[src/rtl/sensor_poll_seq.sv]
// Sequencer in front of the I2C register controller: writes the sensor config once after
// enable, then issues a 6-byte burst read every POLL_CYCLES and unpacks two 18-bit samples.
module sensor_poll_seq #(
    parameter int unsigned POLL_CYCLES    = 25000000,
    parameter int unsigned TIMEOUT_CYCLES = 1000000,
    parameter logic [7:0]  DEV_ID         = 8'h80,
    parameter logic [15:0] CFG_ADDR       = 16'h0001,
    parameter logic [7:0]  CFG_DATA       = 8'h1C,
    parameter logic [15:0] DATA_ADDR      = 16'h0002,
    parameter logic        ADDR_MODE      = 1'b0
) (
    input  logic        Clk,
    input  logic        Rst_n,
    input  logic        enable,
    output logic        wrreg_req,
    output logic        rdreg_req,
    output logic        lrdreg_req,
    output logic [15:0] addr,
    output logic        addr_mode,
    output logic [7:0]  wrdata,
    output logic [7:0]  device_id,
    input  logic        RW_Done,
    input  logic        LRW_Done,
    input  logic [47:0] l_rddata,
    input  logic        ack,
    output logic [17:0] ch0_value,
    output logic [17:0] ch1_value,
    output logic        data_valid,
    output logic        init_done,
    output logic        err_nack,
    output logic        err_timeout,
    output logic [15:0] sample_cnt
);

    localparam int unsigned MAX_CYC = (POLL_CYCLES > TIMEOUT_CYCLES) ? POLL_CYCLES : TIMEOUT_CYCLES;
    localparam int CW = $clog2(MAX_CYC + 1);
    localparam logic [CW-1:0] CNT_ZERO  = {CW{1'b0}};
    localparam logic [CW-1:0] CNT_ONE   = CW'(1);
    localparam logic [CW-1:0] CNT_MAX   = {CW{1'b1}};
    localparam logic [CW-1:0] POLL_LAST = CW'(POLL_CYCLES - 1);
    localparam logic [CW-1:0] TMO_LAST  = CW'(TIMEOUT_CYCLES - 1);

    typedef enum logic [2:0] {
        S_OFF         = 3'd0,
        S_CFG_REQ     = 3'd1,
        S_CFG_WAIT    = 3'd2,
        S_CFG_BACKOFF = 3'd3,
        S_POLL_WAIT   = 3'd4,
        S_RD_REQ      = 3'd5,
        S_RD_WAIT     = 3'd6
    } state_t;

    state_t          state_r;
    state_t          state_nxt_s;
    logic [CW-1:0]   poll_r;
    logic [CW-1:0]   tmo_r;
    logic            fail_r;
    logic            poll_clr_s;
    logic            req_s;
    logic            tmo_hit_s;
    logic            set_nack_s;
    logic            good_rd_s;
    logic            init_set_s;
    logic            unused_bits_s;

    assign unused_bits_s = ^{l_rddata[47:42], l_rddata[23:18]};

    // Next-state decode and per-cycle event strobes
    always_comb begin
        state_nxt_s = state_r;
        poll_clr_s  = 1'b0;
        tmo_hit_s   = 1'b0;
        set_nack_s  = 1'b0;
        good_rd_s   = 1'b0;
        init_set_s  = 1'b0;
        case (state_r)
            S_OFF: begin
                if (enable) state_nxt_s = S_CFG_REQ;
                else        state_nxt_s = S_OFF;
            end
            S_CFG_REQ: state_nxt_s = S_CFG_WAIT;
            S_CFG_WAIT: begin
                if (RW_Done) begin
                    poll_clr_s = 1'b1;
                    set_nack_s = ack;
                    if (ack || fail_r) begin
                        state_nxt_s = S_CFG_BACKOFF;
                    end else if (enable) begin
                        init_set_s  = 1'b1;
                        state_nxt_s = S_POLL_WAIT;
                    end else begin
                        state_nxt_s = S_OFF;
                    end
                end else begin
                    tmo_hit_s = (tmo_r == TMO_LAST);
                end
            end
            S_CFG_BACKOFF: begin
                if (poll_r >= POLL_LAST) state_nxt_s = enable ? S_CFG_REQ : S_OFF;
                else                     state_nxt_s = S_CFG_BACKOFF;
            end
            S_POLL_WAIT: begin
                if (!enable)                  state_nxt_s = S_OFF;
                else if (poll_r >= POLL_LAST) state_nxt_s = S_RD_REQ;
                else                          state_nxt_s = S_POLL_WAIT;
            end
            S_RD_REQ: state_nxt_s = S_RD_WAIT;
            S_RD_WAIT: begin
                if (LRW_Done) begin
                    set_nack_s  = ack;
                    good_rd_s   = !ack && !fail_r;
                    state_nxt_s = enable ? S_POLL_WAIT : S_OFF;
                end else begin
                    tmo_hit_s = (tmo_r == TMO_LAST);
                end
            end
            default: state_nxt_s = S_OFF;
        endcase
        req_s = (state_nxt_s == S_CFG_REQ) || (state_nxt_s == S_RD_REQ);
    end

    // State register
    always_ff @(posedge Clk) begin
        if (!Rst_n) state_r <= S_OFF;
        else        state_r <= state_nxt_s;
    end

    // Poll and timeout counters; the poll timer restarts on the read request so the period is exact
    always_ff @(posedge Clk) begin
        if (!Rst_n) begin
            poll_r <= CNT_ZERO;
            tmo_r  <= CNT_ZERO;
            fail_r <= 1'b0;
        end else begin
            if (poll_clr_s || state_nxt_s == S_RD_REQ) poll_r <= CNT_ZERO;
            else if (poll_r != CNT_MAX)                 poll_r <= poll_r + CNT_ONE;
            if (req_s)                tmo_r <= CNT_ZERO;
            else if (tmo_r != CNT_MAX) tmo_r <= tmo_r + CNT_ONE;
            if (req_s)          fail_r <= 1'b0;
            else if (tmo_hit_s) fail_r <= 1'b1;
        end
    end

    // Registered controller requests, samples and status flags
    always_ff @(posedge Clk) begin
        if (!Rst_n) begin
            wrreg_req   <= 1'b0;
            rdreg_req   <= 1'b0;
            lrdreg_req  <= 1'b0;
            addr        <= 16'h0000;
            wrdata      <= 8'h00;
            addr_mode   <= ADDR_MODE;
            device_id   <= DEV_ID;
            ch0_value   <= 18'h00000;
            ch1_value   <= 18'h00000;
            data_valid  <= 1'b0;
            init_done   <= 1'b0;
            err_nack    <= 1'b0;
            err_timeout <= 1'b0;
            sample_cnt  <= 16'h0000;
        end else begin
            wrreg_req  <= (state_nxt_s == S_CFG_REQ);
            rdreg_req  <= 1'b0;
            lrdreg_req <= (state_nxt_s == S_RD_REQ);
            addr_mode  <= ADDR_MODE;
            device_id  <= DEV_ID;
            if (state_nxt_s == S_CFG_REQ) begin
                addr   <= CFG_ADDR;
                wrdata <= CFG_DATA;
            end else if (state_nxt_s == S_RD_REQ) begin
                addr   <= DATA_ADDR;
            end
            data_valid <= good_rd_s;
            if (good_rd_s) begin
                ch0_value  <= {l_rddata[41:40], l_rddata[39:24]};
                ch1_value  <= {l_rddata[17:16], l_rddata[15:0]};
                sample_cnt <= sample_cnt + 16'd1;
            end
            if (init_set_s)                  init_done <= 1'b1;
            else if (state_nxt_s == S_OFF)   init_done <= 1'b0;
            err_nack    <= err_nack | set_nack_s;
            err_timeout <= err_timeout | tmo_hit_s;
        end
    end

endmodule

[config.mk]
export PLATFORM = sky130hd
export DESIGN_NAME = sensor_poll_seq
export DESIGN_NICKNAME = d
export VERILOG_FILES = /design/src/rtl/sensor_poll_seq.sv
export SDC_FILE = /design/constraint.sdc
export NUM_CORES = 1
export LEC_CHECK = 0
export CAP_MARGIN = 40
export CORE_MARGIN = 1.5
export CORE_UTILIZATION = 30
export DETAILED_ROUTE_END_ITERATION = 8
export HOLD_SLACK_MARGIN = 0.03
export SYNTH_ARGS = -nofsm -noshare
export SYNTH_HDL_FRONTEND = slang
export SYNTH_SLANG_ARGS = --single-unit
[constraint.sdc]
create_clock -name Clk -period 6.55 [get_ports Clk]
set_clock_uncertainty 0.1 [all_clocks]
set_input_delay 1.31 -clock Clk [delete_from_list [all_inputs] [get_ports Clk]]
set_output_delay 1.31 -clock Clk [all_outputs]
set_load 0.02 [all_outputs]
# Yosys cells after proc, flatten, opt, wreduce, memory -nomap -nowiden
# Cells that the tools add are included.
# totals
output_inout_bits,92
word_cells,74
inputBits,54
register_bits,115
# classes
addsub,3
order_cmp,1
n_eq_ne,11
n_mux,27
n_reduce_logical,13
n_bitwise,3
# op_table
operator,n
$add 25x1->25 const B,2
$ne 25x25->1 const B,2
$eq 25x20->1 const B,1
$ge 25x25->1 const B,1
$pmux 3 s7,1
$mux 1,18
$mux 3,6
$add 16x1->16 const B,1
$eq 3x3->1 const B,4
$eq 3x1->1 const B,2
$eq 3x2->1 const B,2
$logic_not 3->1,2
$reduce_or 2->1,3
$pmux 1 s2,2
$reduce_bool 2->1,2
$logic_or 1x1->1,3
$logic_not 1->1,2
$or 1x1->1,2
$logic_and 1x1->1,1
$not 1->1,1

# Logic depth before layout (Yosys ltp)
# depth
word_depth,7
mapped_depth,9
ltp_nobuf,6

# Least setup slack after synthesis
# OpenSTA, ideal clock, no wires.
# synth_path
kind,input to register
from,input ack
to,register sample_cnt[15]
cell_stages,5
setup_ns,0.070
slack_ns,3.425
arrival_time_ns,2.955
path_buffers,0
t_required_ns,6.380
cell_sequence,or4b_4 > nor4_4 > nand3_4 > or4_1 > a21oi_1
# synth_between
elab_chain_cells,4
# synth_lines
element,line,rtl
start: declaration,25,"input logic ack,"
$logic_not 1->1,111,good_rd_s = !ack && !fail_r;
$logic_and 1x1->1,111,
$mux 1,109,if (LRW_Done) begin
$mux 1,76,case (state_r)
end signal: assignment,177,sample_cnt <= sample_cnt + 16'd1;
end: declaration,32,output logic [15:0] sample_cnt
# No other way between the ends.
# A chain may end at the register's enable or synchronous reset.

# Worst setup path after layout
# layout_path
from,input ack
to,register sample_cnt[8]
# Same word-level chain as after synthesis.

==> flow_metrics.py <==
metrics = {
    "global_route": {
        "track_usage_pct": 14.0,
        "grt_max_degree": 40,
        "antenna_found_initial": 0,
        "grt_first_pass_wirelength_um": 20800,
        "gr-total-overflow": 0,
        "grt_pass1_vias": 4358,
    },
    "placement": {
        "placed_area_sq_mm": 0.00656,
        "dp.cells": 954,
        "dpl.hpwl_um": 8790,
        "finalWeightedCongestion": 0.845,
        "io_buffers": 104,
    },
    "critical_path": {
        "worstPathArrival_ns": 3.50,
        "worstSetupPathType": "in -> reg",
        "reg2reg_depth": 6,
        "endpoint_kind": "flip-flop",
        "endpoint": "sample_cnt[8]$_SDFFE_PN0P_",
        "worstSetupStartpoint": "ack",
        "start_kind": "primary input",
        "rrSetupSlack_ns": 3.97,
        "cp.required_ns": 6.76,
        "r2r_start": "poll_r[11]$_SDFFE_PP0P_",
        "crit_fanout": 7,
        "reg2reg_to": "addr[0]$_SDFFE_PN0P_",
    },
    "cells_and_area": {
        "final_cell_area_sq_mm": 0.00715,
        "n_antenna_cell": 0,
        "final_nets": 805,
        "syn_to_final_growth_pct": 32.4,
        "instances_no_fill": 986,
        "drive_gt1_share_pct": 7.88,
    },
    "clock_tree": {
        "clock_latency_ns": 0.42,
        "cts_resized": 0,
        "cts_tree": "built",
        "htreeDepth": 4,
        "cts_buffer_depth": 2,
        "cts_buffers": 17,
        "numClockSinks": 115,
        "cts_hold_buf": 0,
        "post-cts-setup-buffers": 0,
        "clk_pin_slew_worst_paths_ns": 0.06,
        "cts-root-buf": "clkbuf_16",
    },
    "timing": {
        "finalCriticalPeriod_ns": 3.30,
        "setup_tns_ns": 0,
        "rsz0062_at_grt": "false",
        "max_freq_mhz": 303,
        "worst_pin_slew_ns": 0.741,
        "fin_crit_sh_pct": 50.3,
        "hold_viol_final": 0,
        "drv_slew": 0,
        "relSlewSlack_pct": 50.6,
        "final-setup-viol-count": 0,
    },
    "logic_synthesis": {
        "netlist.area_leader.share_pct": 42.6,
        "yosysMostFrequentCell": "dfxtp_1",
        "yosysSeqAreaShare_pct": 42.6,
        "syn-cell-area_sq_mm": 0.00540,
        "synth_warnings": 0,
        "synth.distinct_cells": 49,
        "synth_common_cells": "115 x dfxtp_1, 103 x nand2_1, 49 x nor3_1, 46 x a21oi_1, 32 x buf_4",
        "avgSynthCellArea_sq_um": 8.29,
        "yosys.area.top_type": "dfxtp_1",
        "synth_area_leaders": "dfxtp_1 43%, nand2_1 7.2%, xnor2_1 4.9%",
        "synth_flop_cell": "dfxtp_1",
        "syn_inst": 652,
        "ys_ff_latch": 115,
        "synth_edf_count": 0,
        "synthArstFlopShare_pct": 0,
    },
    "hold_path": {
        "hold_class": "reg -> reg",
        "hold_depth": 2,
    },
    "die": {
        "num_rows": 48,
        "die_h_um": 137,
        "die_area_sq_mm": 0.0188,
        "start_util_pct": 31.0,
        "die_w_um": 137,
        "ios": 146,
        "coreArea_sq_mm": 0.0174,
    },
    "route": {
        "drc_errors": 0,
        "drt_iter0_drc": 190,
        "routedWlPerCell_um": 13.1,
        "dr_total_vias": 4782,
        "ant_nets": 0,
        "drt_pre_antenna_iters": 4,
        "viasPerCell": 4.85,
        "wl_um": 12900,
    },
    "pwr": {
        "leakagePower_nw": 2.29,
        "irDropWorstVdd_mv": 0.160,
        "power.density_mw_per_mm2": 248,
    },
    "run": {
        "cap_violations": 0,
    },
    "outcome": {
        "status": "completed",
    },
}
[flip-flops by register name, indices dropped and copies added (netlist names)]
signal / cells
err_nack: 1
wrdata: 1
addr: 2
ch1_value: 18
fail_r: 1
state_r: 3
sample_cnt: 16
lrdreg_req: 1
tmo_r: 25
poll_r: 25
init_done: 1
ch0_value: 18
data_valid: 1
wrreg_req: 1
err_timeout: 1
[how the worst min path moves through the flow]
stage / from / to / slack [ns]
detailed placement: ch0_value[6]$_SDFFE_PN0P_ / ch0_value[6]$_SDFFE_PN0P_ / 0.35
global placement: ch1_value[3]$_SDFFE_PN0P_ / ch1_value[3]$_SDFFE_PN0P_ / 0.34
floorplan: tmo_r[13]$_SDFFE_PP0P_ / tmo_r[13]$_SDFFE_PP0P_ / 0.37
CTS: ch0_value[6]$_SDFFE_PN0P_ / ch0_value[6]$_SDFFE_PN0P_ / 0.35
finish: ch1_value[6]$_SDFFE_PN0P_ / ch1_value[6]$_SDFFE_PN0P_ / 0.35
global route: ch1_value[3]$_SDFFE_PN0P_ / ch1_value[3]$_SDFFE_PN0P_ / 0.37
[report_power, final]
part	leakage, nW	internal, W	switching, W
clock	0.284	0.000573	0.000348
sequential	0.928	0.000710	0.0000122
combinational	1.08	0.0000544	0.0000733
[cell type report]
class,count,area (sq um)
well taps,225,282
fillers,1748,10300
multi-input cells,486,2800
repair buffers,115,1130
inverters,13,48.8
clock inverters,14,150
flip-flops and latches,115,2300
clock buffers,18,439
[through the flow]
stage | hold slack, ns | total power (W) | util (%) | setup WS, ns
6_report | 0.350 | 0.00177 | 41.1 | 3.25
5_1_grt | 0.369 | 0.00184 | 41.1 | 3.15
4_1_cts | 0.354 | 0.00180 | 41.1 | 3.26
3_5_place_dp | 0.346 | 0.000865 | 37.7 | 2.83
3_3_place_gp | 0.341 | 0.000864 | 37.5 | 2.81
2_1_floorplan | 0.369 | 0.000824 | - | 3.42
[cells in the final DEF (no fill, tap or decap), types with 5 or more instances in the layout]
master	n
a2111oi_0	5
a211oi_1	21
a21oi_1	46
a31oi_1	7
and2_1	7
and3_1	7
and4_1	5
buf_4	8
clkbuf_16	17
clkdlybuf4s50_1	104
conb_1	29
dfxtp_1	115
inv_1	12
inv_6	5
nand2_1	103
nand3_1	24
nand4_1	14
nor2_1	26
nor3_1	49
nor4_1	10
o21ai_0	13
o31ai_1	10
or2_2	6
or3_1	15
or4_1	10
xnor2_1	30
xor2_1	11
[cells by family (layout without fill, tap and decap cells)]
logic type / after synthesis / after routing / share of synthesized area, %
and+or+nand+nor: 290 / 290 / 27.3
AOI/OAI and AO/OA: 119 / 119 / 14.2
other: 2 / 29 / 0.139
DFF: 115 / 115 / 42.6
muxes: 4 / 4 / 0.764
adders and majority gates: 3 / 3 / 0.695
xor gates and xnor gates: 41 / 41 / 6.65
buffers and inverters: 78 / 160 / 7.74
[critical path, stage by stage]
cell and delay (ns):
clkdlybuf4s50_1 0.47, or4b_4 0.56, or4_1 0.69, nor3_1 0.27, xnor2_1 0.15, nor2_1 0.06
[metal layers]
layer  track usage [%]  vias up  wire (um)
li1                  -     2475          -
met1              17.4     2177       6130
met2              22.2      118       5770
met3              5.00       12        889
met4              5.56        0        119
met5                 0        -          0
Note: power is estimated with default switching activity, not from simulation.
